<file path="src/rtl/flt_pkg.sv">
// flt_pkg: shared widths, packer states and the raw-sum record for the float16 result packer.
package flt_pkg;
    localparam int EXP_W = 5;
    localparam int MANT_W = 10;
    localparam logic [7:0] RES_ADDR_DEF = 8'd12;
    localparam int EXP_MAX = 31;
    typedef enum logic [2:0] {IDLE, NORM, RND, WR_LO, WR_HI} pack_state_t;
    typedef struct packed {
        logic        sign;
        logic [5:0]  exp;
        logic [11:0] mant;
        logic [2:0]  grs;
    } flt_raw_t;
endpackage

</file>
<file path="src/rtl/flt_rne_round.sv">
// flt_rne_round: round-to-nearest-even of a normalized 11-bit mantissa using its {guard, round, sticky} bits.
module flt_rne_round (
    input  logic [10:0] mant,
    input  logic [2:0]  grs,
    output logic [10:0] mant_rnd,
    output logic        carry
);
    logic        inc;
    logic [11:0] sum;
    always_comb begin
        inc = grs[2] & (grs[1] | grs[0] | mant[0]);
        sum = {1'b0, mant} + {11'd0, inc};
        carry = sum[11];
        mant_rnd = carry ? sum[11:1] : sum[10:0];
    end
endmodule

</file>
<file path="src/rtl/flt_result_packer.sv">
// flt_result_packer: renormalizes, saturates/flushes and stores a raw float16 sum as two bytes.
// Define FLT_PACK_ROUND_EN to add a round-to-nearest-even step; otherwise the mantissa is truncated.
module flt_result_packer #(
    parameter logic [7:0] RES_ADDR = flt_pkg::RES_ADDR_DEF,
    parameter int EXP_W = flt_pkg::EXP_W,
    parameter int MANT_W = flt_pkg::MANT_W
) (
    input  logic        clk,
    input  logic        reset,
    input  logic        in_valid,
    output logic        in_ready,
    input  logic        in_sign,
    input  logic [5:0]  in_exp,
    input  logic [11:0] in_mant,
    input  logic [2:0]  in_grs,
    input  logic        in_zero,
    output logic [7:0]  DataAddress,
    output logic        WriteMem,
    output logic [7:0]  DataIn,
    output logic        done
);
    import flt_pkg::*;
    pack_state_t state, state_n;
    flt_raw_t r, r_n;
    logic zero_q, zero_n;
    logic sat;
    logic [EXP_W-1:0] exp_o;
    logic [MANT_W-1:0] mant_o;
`ifdef FLT_PACK_ROUND_EN
    localparam pack_state_t POST_NORM = RND;
    logic [10:0] mant_rnd;
    logic carry;
    flt_rne_round u_rnd (.mant(r.mant[10:0]), .grs(r.grs), .mant_rnd(mant_rnd), .carry(carry));
`else
    localparam pack_state_t POST_NORM = WR_LO;
`endif

    always_ff @(posedge clk) begin
        if (!reset) begin
            state <= IDLE;
            r <= '0;
            zero_q <= 1'b0;
            done <= 1'b0;
        end else begin
            state <= state_n;
            r <= r_n;
            zero_q <= zero_n;
            done <= state == WR_HI || (done && !(state == IDLE && in_valid));
        end
    end

    // Zero, flush and underflow all leave NORM directly for the store, bypassing rounding.
    always_comb begin
        state_n = state;
        r_n = r;
        zero_n = zero_q;
        case (state)
            IDLE: if (in_valid) begin
                r_n = {in_sign, in_exp, in_mant, in_grs};
                zero_n = in_zero;
                state_n = NORM;
            end
            NORM: if (zero_q || r.mant == '0 || (r.mant[11:10] == 2'b00 && r.exp <= 6'd1)) begin
                r_n.exp = '0;
                r_n.mant = '0;
                state_n = WR_LO;
            end else if (r.mant[11]) begin
                r_n.mant = r.mant >> 1;
                r_n.exp = r.exp + 6'd1;
                r_n.grs = {r.mant[0], r.grs[2], r.grs[1] | r.grs[0]};
                state_n = POST_NORM;
            end else if (!r.mant[10]) begin
                r_n.mant = {r.mant[10:0], r.grs[2]};
                r_n.grs = {r.grs[1:0], r.grs[0]};
                r_n.exp = r.exp - 6'd1;
                state_n = r.mant[9] ? POST_NORM : NORM;
            end else begin
                state_n = POST_NORM;
            end
`ifdef FLT_PACK_ROUND_EN
            RND: begin
                r_n.mant = {1'b0, mant_rnd};
                r_n.exp = r.exp + {5'd0, carry};
                state_n = WR_LO;
            end
`endif
            WR_LO: state_n = WR_HI;
            default: state_n = IDLE;
        endcase
    end

    always_comb begin
        sat = r.exp >= 6'(EXP_MAX);
        exp_o = sat ? EXP_W'(EXP_MAX) : r.exp[EXP_W-1:0];
        mant_o = sat ? '0 : r.mant[MANT_W-1:0];
        in_ready = state == IDLE;
        WriteMem = state == WR_LO || state == WR_HI;
        DataAddress = state == WR_LO ? RES_ADDR : state == WR_HI ? RES_ADDR + 8'd1 : 8'd0;
        DataIn = state == WR_LO ? mant_o[7:0] : state == WR_HI ? {r.sign, exp_o, mant_o[MANT_W-1:8]} : 8'd0;
    end
endmodule
</file>
<file path="config.mk">
export PLATFORM = sky130hd
export DESIGN_NAME = flt_result_packer
export DESIGN_NICKNAME = d
export VERILOG_FILES = /design/src/rtl/flt_pkg.sv /design/src/rtl/flt_rne_round.sv /design/src/rtl/flt_result_packer.sv
export SDC_FILE = /design/constraint.sdc
export NUM_CORES = 1
export LEC_CHECK = 0
export BUFFER_PORTS_ARGS = -buffer_cell sky130_fd_sc_hd__buf_2
export CORE_AREA = 2 2 53 91
export CTS_CLUSTER_DIAMETER = 120
export DETAILED_ROUTE_END_ITERATION = 10
export DIE_AREA = 0 0 55 93
export PLACE_DENSITY = 0.73
export REMOVE_ABC_BUFFERS = 1
export SLEW_MARGIN = 10
export SYNTH_ARGS = -nofsm -noshare
export SYNTH_HDL_FRONTEND = slang
export SYNTH_HIERARCHICAL = 1
export SYNTH_SLANG_ARGS = --single-unit
</file>
<file path="constraint.sdc">
create_clock -name clk -period 3.8 [get_ports clk]
set_input_delay 0 -clock clk [delete_from_list [all_inputs] [get_ports clk]]
set_output_delay 0 -clock clk [all_outputs]
set_load 0.005 [all_outputs]
</file>
==> impl_metrics.toml <==
[critical_path]
r2r_slack_ps = 1320
crit_family = "simple AND/OR/NAND/NOR gates"
worstPathMaxFanout = 21
slowest_delay_ps = 680
cp_num_buf_inv = 0
cp.required_ps = 3970
r2r-start = "state[0]$_SDFFE_PN0P_"
worstSetupStartpointType = "flip-flop"
r2r-end = "r[1]$_SDFFE_PN0P_"
path_class = "reg2reg"
end_kind = "flip-flop"
crit_arrival_ps = 2650
slowest_stage = "or3b_1"
critical_path.cell_chain = "or3b_1 -> nor2_1 -> and3_1 -> a21oi_2 -> mux2i_1"
rr_worst_depth = 5

[floorplanning]
initial_utilization = 0.431
design.core.area_mm2 = 0.00440
ios = 45
die_area_mm2 = 0.00512
fp.dieH_um = 93
rows = 32
fp.dieW_um = 55

[clock_tree]
worstSkewPairLatency_ps = 280
cts_tree = "yes"
clk_pin_slew_ps = 100
ctsResizeCount = 0
htree_levels = 1
numCtsBuffers = 3
cts_setup_buffers = 0
cts_hold_buf = 5
clockRootBuffer = "clkbuf_8"
clock-sinks = 27
ctsLongestPathBuffers = 2

[sta]
fin_crit_sh = 0.653
setup_viol = 0
setup-tns-final_ps = 0
clock_skew_ps = 4.50
fmax_ghz = 0.403
fin_crit_ps = 2480
max_slew.worst_pin.slew_ps = 1230
drv_slew = 0
relSlewSlack = 0.181
final_hold_viol_count = 0
rsz0062_at_grt = "no"

[drt]
wl_per_cell_um = 14.5
vias_per_cell = 5.76
drt-initial-drc-count = 64
finalWirelength_um = 5050
num_vias = 2005
antenna_left = 0
drtPass1Iterations = 4
drc = 0

[layout]
multi_input_area_mm2 = 0.00122
diodes = 0
nets = 327
drive_gt1_frac = 0.182
fill_cells = 482
regArea_um2 = 541
final_cells = 348
area_growth_pct = 12.7

[power_and_ir_drop]
power_density_mw_per_mm2 = 401
p_leak_nw = 0.898
irDropWorstVdd_uv = 250

[synth]
synth_edf_count = 0
avgSynthCellArea_um2 = 6.97
ys_seq_area_frac = 0.285
netlist_top_cells_area = "dfxtp_1 28%, o21ai_0 15%, nand2_1 11%, nor2_1 4.0%, clkbuf_1 3.6%"
ys.warnings.count = 6
syn_inst = 272
async_flop_share = 0
ys_ff_latch = 27
ys.flop_type = "dfxtp_1"
yosysTopAreaCellShare = 0.285
ys_top_cells_by_count = "55 x nand2_1, 55 x o21ai_0, 27 x dfxtp_1"
synth_area_leader_cell = "dfxtp_1"
synth_cell_types = 44
mappedNetlistArea_mm2 = 0.00190

[global_route]
grt_start_max_net_pins = 34
grt_pass1_wl_um = 8170
antenna_found_initial = 0
grt-ovfl-total = 0
grt_pass1_vias = 1772
grt_util_all_layers = 0.211

[placement]
place_congestion = 0.837
port_buffers = 39
hpwlAfterDp_um = 3550
dpl.cell_count = 339

[hold_path]
whs_path_depth = 3
worst_hold_startpoint = "in_grs[2]"
worstHoldPathType = "in2reg"
min_to = "r[2]$_SDFFE_PN0P_"

[outcome]
status = "finished, final reports clean"

[job]
drv_cap = 0
==> metal layers <==
metal	vias up	track usage	wire length, um
li1	991	-	-
met1	969	0.253	2110
met2	43	0.372	2730
met3	2	0.0192	193
met4	0	0.0732	10
met5	-	0	0
==> worst max path at each step <==
stage | from | end | slack [ps] | depth (start not counted)
global placement | state[0]$_SDFFE_PN0P_ | r[1]$_SDFFE_PN0P_ | 1460 | 5
finish | state[0]$_SDFFE_PN0P_ | r[1]$_SDFFE_PN0P_ | 1320 | 5
CTS | state[0]$_SDFFE_PN0P_ | r[6]$_SDFFE_PN0P_ | 1320 | 5
global route | state[0]$_SDFFE_PN0P_ | r[20]$_SDFFE_PN0P_ | 1070 | 5
detailed placement | state[0]$_SDFFE_PN0P_ | r[1]$_SDFFE_PN0P_ | 1380 | 5
floorplan | r[14]$_SDFFE_PN0P_ | r[18]$_SDFFE_PN0P_ | 1300 | 5
==> flip-flops by register name (all words and copies together) (netlist names) <==
name,cells
done,1
r,22
zero_q,1
state,3
==> logic make-up after synthesis <==
| kind of cell | after synthesis | share of synthesized area |
|---|---|---|
| AO/OA/AOI/OAI | 93 | 0.306 |
| XOR/XNOR | 6 | 0.0277 |
| adder cells (fa/ha/maj) | 3 | 0.0198 |
| AND/OR/NAND/NOR | 105 | 0.249 |
| flip-flops | 27 | 0.285 |
| other | 1 | 0.00198 |
| buffers and inverters | 32 | 0.0838 |
| multiplexers | 5 | 0.0264 |
==> cell type report <==
cell class                 instances  share of cell area
multi-input combinational        217               0.569
sequential                        27               0.253
timing repair buffer              45               0.118
tap                               51              0.0298
clock buffer                       3              0.0193
inverter                           4             0.00702
clock inverter                     1             0.00351
==> worst reg2reg max path: cells and delay by family, from the launching register on <==
family / cells / cell delay [ps]
flops: 1 / 570
mux: 1 / 160
simple gates: 3 / 1500
compound gates: 1 / 150
==> power by group <==
part	switching (mW)	total (mW)	leakage, nW	internal (mW)
combinational	0.168	0.294	0.654	0.126
sequential	0.0694	0.392	0.223	0.322
clock	0.0967	0.171	0.0217	0.0745
==> layout by cell type, fill, tap and decap left out, types with 3 or more instances in the layout <==
cell / n
buf_2: 39
a22oi_1: 4
a31oi_2: 4
nand3_1: 3
mux2i_1: 5
inv_1: 4
clkbuf_8: 3
a31oi_1: 10
xnor2_1: 3
o21ai_0: 55
dlygate4sd3_1: 5
nor2_1: 20
or2_2: 3
nand2_1: 55
nand2b_1: 10
ha_1: 3
xor2_1: 3
dfxtp_1: 27
conb_1: 5
a21oi_1: 3
==> through the flow <==
| step | worst slack [ps] | instance area, um2 | power, mW | utilization | hold slack, ps |
|---|---|---|---|---|---|
| 4_1_cts | 1320 | 2140 | 0.856 | 0.486 | 32.0 |
| 6_report | 1320 | 2140 | 0.857 | 0.486 | 31.2 |
| 3_5_place_dp | 1380 | 2040 | 0.683 | 0.463 | 252 |
| 3_3_place_gp | 1460 | 2040 | 0.679 | 0.463 | 244 |
| 2_1_floorplan | 1300 | 1770 | 0.590 | - | 122 |
| 5_1_grt | 1070 | 2140 | 0.912 | 0.486 | 54.9 |
Power figures use the tool's default switching activity.
